File: src/rtl/rf_wb_arbiter.sv
// Shares the register-file write port between the writeback stage (fixed priority)
// and a FIFO-buffered long-latency unit, with a pending-register scoreboard and starvation relief.
module rf_wb_arbiter #(
    parameter int DEPTH        = 2,
    parameter int STARVE_LIMIT = 4
) (
    input  logic                       clk,
    input  logic                       rst,
    input  logic                       wb_we,
    input  logic [4:0]                 wb_rd,
    input  logic [31:0]                wb_data,
    input  logic                       lu_valid,
    output logic                       lu_ready,
    input  logic [4:0]                 lu_rd,
    input  logic [31:0]                lu_data,
    input  logic                       sb_set,
    input  logic [4:0]                 sb_rd,
    input  logic [4:0]                 rs1_addr,
    input  logic [4:0]                 rs2_addr,
    input  logic [4:0]                 rd_addr,
    output logic                       rs1_busy,
    output logic                       rs2_busy,
    output logic                       rd_busy,
    output logic                       wb_stall,
    output logic                       rf_we,
    output logic [4:0]                 rf_waddr,
    output logic [31:0]                rf_wdata,
    output logic [$clog2(DEPTH+1)-1:0] fifo_count,
    output logic                       err_waw
);
    localparam int PW = $clog2(DEPTH);
    localparam int CW = $clog2(DEPTH + 1);
    localparam int SW = $clog2(STARVE_LIMIT + 1);

    logic [4:0]    fifo_rd_q   [DEPTH];
    logic [31:0]   fifo_data_q [DEPTH];
    logic [PW-1:0] wr_ptr_q;
    logic [PW-1:0] rd_ptr_q;
    logic [CW-1:0] count_q;
    logic [CW-1:0] count_d;
    logic [31:0]   pending_q;
    logic [31:0]   pending_d;
    logic [SW-1:0] starve_q;
    logic [SW-1:0] starve_d;
    logic          wb_stall_q;
    logic          err_waw_q;

    logic          wb_use;
    logic          fifo_empty;
    logic          fifo_full;
    logic          push;
    logic          pop;
    logic [4:0]    head_rd;
    logic [31:0]   head_data;

    // lu_ready depends only on registered occupancy, never on this cycle's pop.
    assign fifo_empty = (count_q == '0);
    assign fifo_full  = (count_q == CW'(DEPTH));
    assign lu_ready   = !fifo_full;
    assign push       = lu_valid && !fifo_full && !rst;
    assign wb_use     = wb_we && (wb_rd != 5'd0) && !rst;
    assign pop        = !rst && !wb_use && !fifo_empty;
    assign head_rd    = fifo_rd_q[rd_ptr_q];
    assign head_data  = fifo_data_q[rd_ptr_q];

    always_comb begin
        rf_we    = 1'b0;
        rf_waddr = '0;
        rf_wdata = '0;
        if (wb_use) begin
            rf_we    = 1'b1;
            rf_waddr = wb_rd;
            rf_wdata = wb_data;
        end else if (pop) begin
            rf_we    = (head_rd != 5'd0);
            rf_waddr = head_rd;
            rf_wdata = head_data;
        end
    end

    always_comb begin
        count_d = count_q;
        if (push && !pop) begin
            count_d = count_q + 1'b1;
        end else if (pop && !push) begin
            count_d = count_q - 1'b1;
        end
    end

    // Saturating wait counter for the FIFO head.
    always_comb begin
        starve_d = starve_q;
        if (fifo_empty || pop) begin
            starve_d = '0;
        end else if (starve_q < SW'(STARVE_LIMIT)) begin
            starve_d = starve_q + 1'b1;
        end
    end

    // A same-cycle set overrides the clear from a popped entry.
    generate
        for (genvar gi = 0; gi < 32; gi++) begin : g_pend
            if (gi == 0) begin : g_x0
                assign pending_d[gi] = 1'b0;
            end else begin : g_rn
                logic set_hit;
                logic clr_hit;
                assign set_hit       = sb_set && (sb_rd == 5'(gi));
                assign clr_hit       = pop && (head_rd == 5'(gi));
                assign pending_d[gi] = set_hit || (pending_q[gi] && !clr_hit);
            end
        end
    endgenerate

    always_ff @(posedge clk) begin
        if (rst) begin
            wr_ptr_q   <= '0;
            rd_ptr_q   <= '0;
            count_q    <= '0;
            pending_q  <= '0;
            starve_q   <= '0;
            wb_stall_q <= 1'b0;
            err_waw_q  <= 1'b0;
        end else begin
            if (push) begin
                wr_ptr_q <= wr_ptr_q + 1'b1;
            end
            if (pop) begin
                rd_ptr_q <= rd_ptr_q + 1'b1;
            end
            count_q    <= count_d;
            pending_q  <= pending_d;
            starve_q   <= starve_d;
            wb_stall_q <= (starve_d >= SW'(STARVE_LIMIT));
            if (wb_use && pending_q[wb_rd]) begin
                err_waw_q <= 1'b1;
            end
        end
    end

    always_ff @(posedge clk) begin
        if (push) begin
            fifo_rd_q[wr_ptr_q]   <= lu_rd;
            fifo_data_q[wr_ptr_q] <= lu_data;
        end
    end

    assign fifo_count = count_q;
    assign rs1_busy   = pending_q[rs1_addr];
    assign rs2_busy   = pending_q[rs2_addr];
    assign rd_busy    = pending_q[rd_addr];
    assign wb_stall   = wb_stall_q;
    assign err_waw    = err_waw_q;
endmodule

File: config.mk
export PLATFORM = sky130hd
export DESIGN_NAME = rf_wb_arbiter
export DESIGN_NICKNAME = d
export VERILOG_FILES = /design/src/rtl/rf_wb_arbiter.sv
export SDC_FILE = /design/constraint.sdc
export NUM_CORES = 1
export LEC_CHECK = 0
export CAP_MARGIN = 40
export CORE_ASPECT_RATIO = 0.5
export CORE_MARGIN = 8
export CORE_UTILIZATION = 29
export DETAILED_ROUTE_END_ITERATION = 10
export PLACE_DENSITY = 0.51
export SLEW_MARGIN = 20
export SYNTH_ARGS = -nofsm -noshare
export SYNTH_HDL_FRONTEND = slang
export SYNTH_SLANG_ARGS = --single-unit
File: constraint.sdc
create_clock -name clk -period 4.7 [get_ports clk]
set_clock_uncertainty 0.15 [all_clocks]
set_input_delay 0.94 -clock clk [delete_from_list [all_inputs] [get_ports clk]]
set_output_delay 0.94 -clock clk [all_outputs]
set_load 0.005 [all_outputs]
Word-level counts from Yosys, hierarchy flattened --
Memory sizes are Yosys's and may differ from the RTL's. A register that Yosys moved wholly into a read port is not among the register bits. Index checks and enable logic that the tools add are counted.
Operators by class: add/subtract/negate cells 5, $lt $le $gt $ge 6, eq/ne operators 63, multiplexer cells 24, reductions and logical operators 175
Operators with widths (number):
- $eq 5x5->1 const B | 32
- $logic_and 1x1->1 | 102
- $eq 5x4->1 const B | 16
- $mux 32 | 2
- $eq 5x3->1 const B | 8
- $logic_not 1->1 | 37
- $logic_or 1x1->1 | 32
- $lt 5x6->1 const B | 4
- $bmux 1 s5 | 4
- $eq 5x2->1 const B | 4
- $mux 1 | 12
- $eq 5x1->1 const B | 2
- $mux 5 | 2
- $reduce_bool 5->1 | 2
- $mux 3 | 2
- $mux 2 | 2
- $add 3x1->3 const B | 1
- $ge 3x3->1 const B | 1
- $lt 3x3->1 const B | 1
- $add 1x1->1 const B | 2
- $add 2x1->2 const B | 1
- $eq 2x2->1 const B | 1
- $logic_not 2->1 | 1
- $reduce_bool 2->1 | 1
- $sub 2x1->2 const B | 1
Storage, ports and cells: bits in registers 41, bits in writable memories 74, input port bits 99, output and inout bits 46, logic and storage cells 283, memories kept 2
Memories:
- fifo_data_q | depth 2, width 32, rd ports 1, clocked after Yosys merged registers in 1, wr ports 1, line 36 | logic [31:0] fifo_data_q [DEPTH];
- fifo_rd_q | depth 2, width 5, rd ports 1, clocked after Yosys merged registers in 1, wr ports 1, line 35 | logic [4:0] fifo_rd_q [DEPTH];

Logic depth before layout (Yosys ltp) --
depth in word-level cells 10, depth in mapped cells 10, gate-level depth less buffers 7

Worst setup path before layout --
OpenSTA, ideal clock, no wires.
path kind input-to-reg, from in rst, to mem fifo_data_q[0][0] (enable), setup time 436 ps, arrival 3059 ps, required time 4114 ps, path slack 1055 ps, stages on the path 3, buffers on the path 1, path through clkbuf_1 -> and3b_1 -> nor2b_1
Between the ends: cells in the longest elaborated chain, start to end 4
Ends and longest elaborated chain:
- from (decl) | line 8 | input logic rst,
- $logic_not 1->1 | line 60 | assign push = lu_valid && !fifo_full && !rst;
- $logic_and 1x1->1 | line 60
- $mux 1 | line 142 | if (push) begin
- $mux 1 (not written as such) | line 144 | fifo_data_q[wr_ptr_q] <= lu_data;
- to (decl) | line 36
No other way between the ends.

Worst setup path after layout --
from in wb_rd[3], to out rf_wdata[7]
Between the ends: cells in the longest elaborated chain, start to end 8
Ends and longest elaborated chain:
- from (decl) | line 10 | input logic [4:0] wb_rd,
- $reduce_bool 5->1 (*) | line 61 | assign wb_use = wb_we && (wb_rd != 5'd0) && !rst;
- $logic_and 1x1->1 (*) (2 in series) | line 61
- $logic_not 1->1 | line 62 | assign pop = !rst && !wb_use && !fifo_empty;
- $logic_and 1x1->1 (2 in series) | line 62
- $mux 32 | line 74 | end else if (pop) begin
- $mux 32 (*) | line 70 | if (wb_use) begin
- to (decl) | line 27 | output logic [31:0] rf_wdata,
Mark *: on every way between the ends. The rest lies on a longest branch, timed or not.

==> impl_metrics.yaml <==
outcome:
  status: "finished clean"
cells_and_area:
  nNetsFinal: 742
  fillers: 1922
  drive_gt1_share_pct: 13.6
  area_delta_synth_final_pct: 41.2
  antenna_cells: 0
  final_cells: 920
worst_setup_path:
  worst-path-buf-inv: 3
  cpMostUsedCell: "clkdlybuf4s50_1"
  critPathSlowestCell: "clkdlybuf4s50_1"
  worstPathRequired_ps: 3610
  crit_arrival_ps: 3330
  rr_worst_depth: 4
  critPathTopFamily: "buffers and inverters"
  critPathCaptureType: "output port"
  reg2reg_slack_ps: 2120
  start_kind: "input port"
  critPathKind: "in -> out"
  cpPeakStageDelay_ps: 540
  worst-path-max-fanout: 26
  cp_cell_sequence: "clkdlybuf4s50_1 -> nor3_2 -> a21oi_2 -> or2_1 -> buf_12 -> o21ai_0 -> clkdlybuf4s50_1"
  r2r-end: "pending_q[15]"
synth:
  netlist_instances: 498
  synth_commonest_cells: "edfxtp_1 (74), nand2_1 (74), mux2i_1 (53), dfxtp_1 (40), o21ai_0 (40)"
  synth-edff-count: 74
  synthArstFlopShare_pct: 0
  syn_area_um2: 5860
  synth-seq-cells: 114
  yosys.cell_types.count: 39
  ys_warn_count: 0
  seq_area_frac_synth_pct: 51.6
  synth_area_leaders: "edfxtp_1 (38%), dfxtp_1 (14%), mux4_2 (12%)"
  yosysTopAreaCell: "edfxtp_1"
  syn-mean-instance-area_um2: 11.8
  synth_top_area_share_pct: 37.9
  synth_ff_type: "edfxtp_1"
  syn_nets: 599
grt:
  grt_pass1_vias: 4867
  grt_max_degree: 40
  grt_antenna_before_repair: 1
  grt_pass1_wl_um: 27600
  grt_overflow: 0
  grt.total_usage_pct: 14.2
run:
  cap_viol_max_count: 0
cts:
  numCtsBuffers: 17
  worstSkewPairLatency_ps: 400
  cts_setup_buffers: 0
  hold_buffers: 0
  cts.clk_slew.worst_paths_ps: 50
  clockBufferDepth: 2
  post_cts_resize_count: 0
  cts_tree: "built"
  clock-sinks: 114
  htree_levels: 4
  cts_root_buffer: "clkbuf_16"
drt:
  wl_um: 18200
  ant_nets: 0
  num_vias: 4680
  vias_per_cell: 5.09
  dr.pass1.iters: 4
  drc: 0
  first_iter_violations: 335
  avgRoutedWirePerCell_um: 19.8
placement:
  gp_congestion: 0.780
  dp_cells: 888
  io_buffers: 144
  hpwl_um: 12800
  pre_cts_ws_ps: 246
floorplanning:
  die_w_um: 217
  die_area_um2: 25300
  std_cell_rows: 36
  initial_utilization_pct: 29.8
  die_y_um: 117
  core_area_um2: 19600
  num_io_pins: 145
pwr:
  vdd_drop_max_v: 0.000217
  leakage_nw: 2.71
  power_density_nw_per_um2: 354
timing:
  period_share_pct: 94.1
  setup_violations: 0
  fin_ws_ps: 279
  slew_headroom_pct: 28.2
  period_minus_slack_ps: 4420
  finalHoldViolCount: 0
  tightest_slew_ps: 1080
  maxSlewViolCount: 0
  fmax_ghz: 0.226
  grt_setup_unrepaired: "false"
  setup_tns_ps: 0
worst_hold_path:
  min_path_cells: 2
  hp-class: "reg -> reg"
  worstHoldStart: "rd_ptr_q"
-- area by class of cell --
type	instances	area, µm²	area share [%]
Multi-Input combinational cell	341	2680	32.3
Sequential cell	114	3020	36.5
Timing Repair Buffer	161	1590	19.3
Inverter	6	22.5	0.272
Clock buffer	23	543	6.56
Clock inverter	9	85.1	1.03
Tap cell	266	333	4.02
-- stage by stage --
stage | utilization (%) | total power, mW | cell area (µm²) | hold slack (ps)
6_report | 42.1 | 2.93 | 8280 | 359
5_1_grt | 42.1 | 3.05 | 8280 | 406
4_1_cts | 42.1 | 2.97 | 8280 | 371
3_5_place_dp | 38.9 | 1.62 | 7650 | 351
3_3_place_gp | 38.9 | 1.61 | 7650 | 347
2_1_floorplan | - | 1.37 | 5860 | 319
-- cells by family (layout without fill, tap and decap cells) --
group / after synthesis / count (layout) / synth area share (%)
flops: 114 / 114 / 51.6
compound gates: 124 / 124 / 13.6
mux: 86 / 86 / 21.2
fa+ha+maj: 2 / 2 / 0.427
simple gates: 125 / 125 / 9.59
buf+inv: 43 / 199 / 3.05
xor+xnor: 4 / 4 / 0.598
-- cell usage in the layout, fill, tap and decap left out, types with 2 or more instances in the layout --
cell type	count
nand3b_1	4
buf_12	2
mux2_2	3
o21ai_0	40
inv_1	6
or3_1	4
o41ai_1	31
mux2i_1	53
nor2b_1	5
clkinv_4	2
nand2b_1	6
a21oi_1	36
clkbuf_16	21
a22oi_1	4
clkdlybuf4s50_1	144
a311oi_1	2
mux4_2	30
dfxtp_1	39
edfxtp_1	74
a32oi_1	4
inv_4	4
xor2_1	3
nor2_1	17
nand2_1	74
ha_1	2
a2bb2oi_1	2
buf_4	15
nor3_1	5
-- flip-flops by register name (all words and copies together), names as in the netlist, named ones only --
signal	flops
err_waw	1
fifo_count	2
fifo_data_q	64
fifo_rd_q	10
pending_q	31
rd_ptr_q	1
starve_q	3
wr_ptr_q	1
-- routing by layer --
| metal | GRT usage [%] | share of wire [%] | up-vias |
|---|---|---|---|
| li1 | - | - | 2221 |
| met4 | 5.47 | 1.8 | 2 |
| met2 | 23.9 | 48 | 163 |
| met5 | 0 | 0.071 | - |
| met3 | 4.52 | 7.0 | 29 |
| met1 | 17.0 | 43 | 2265 |
-- how the worst max path moves through the flow --
stage	from	to	slack, ps	depth (start not counted)
3_5_place_dp	wb_rd[3]	rf_waddr[3]	250	7
2_1_floorplan	rst	fifo_data_q[0][0]	1060	3
6_report	wb_rd[3]	rf_wdata[7]	280	7
4_1_cts	wb_rd[3]	rf_waddr[3]	220	7
5_1_grt	wb_rd[4]	rf_waddr[3]	70	7
3_3_place_gp	wb_rd[3]	rf_wdata[2]	270	7
-- worst register-to-register path: cells and delay by family, from the launching register on --
kind,cells,cell delay [ps]
AO/OA/AOI/OAI,2,500
AND/OR/NAND/NOR,1,650
multiplexers,1,370
flip-flops,1,790
-- power breakdown --
| part | switching (mW) | internal (mW) | total (mW) |
|---|---|---|---|
| registers | 0.0336 | 1.12 | 1.15 |
| logic | 0.211 | 0.229 | 0.440 |
| clock network | 0.466 | 0.870 | 1.34 |
Power figures use the tool's default switching activity.
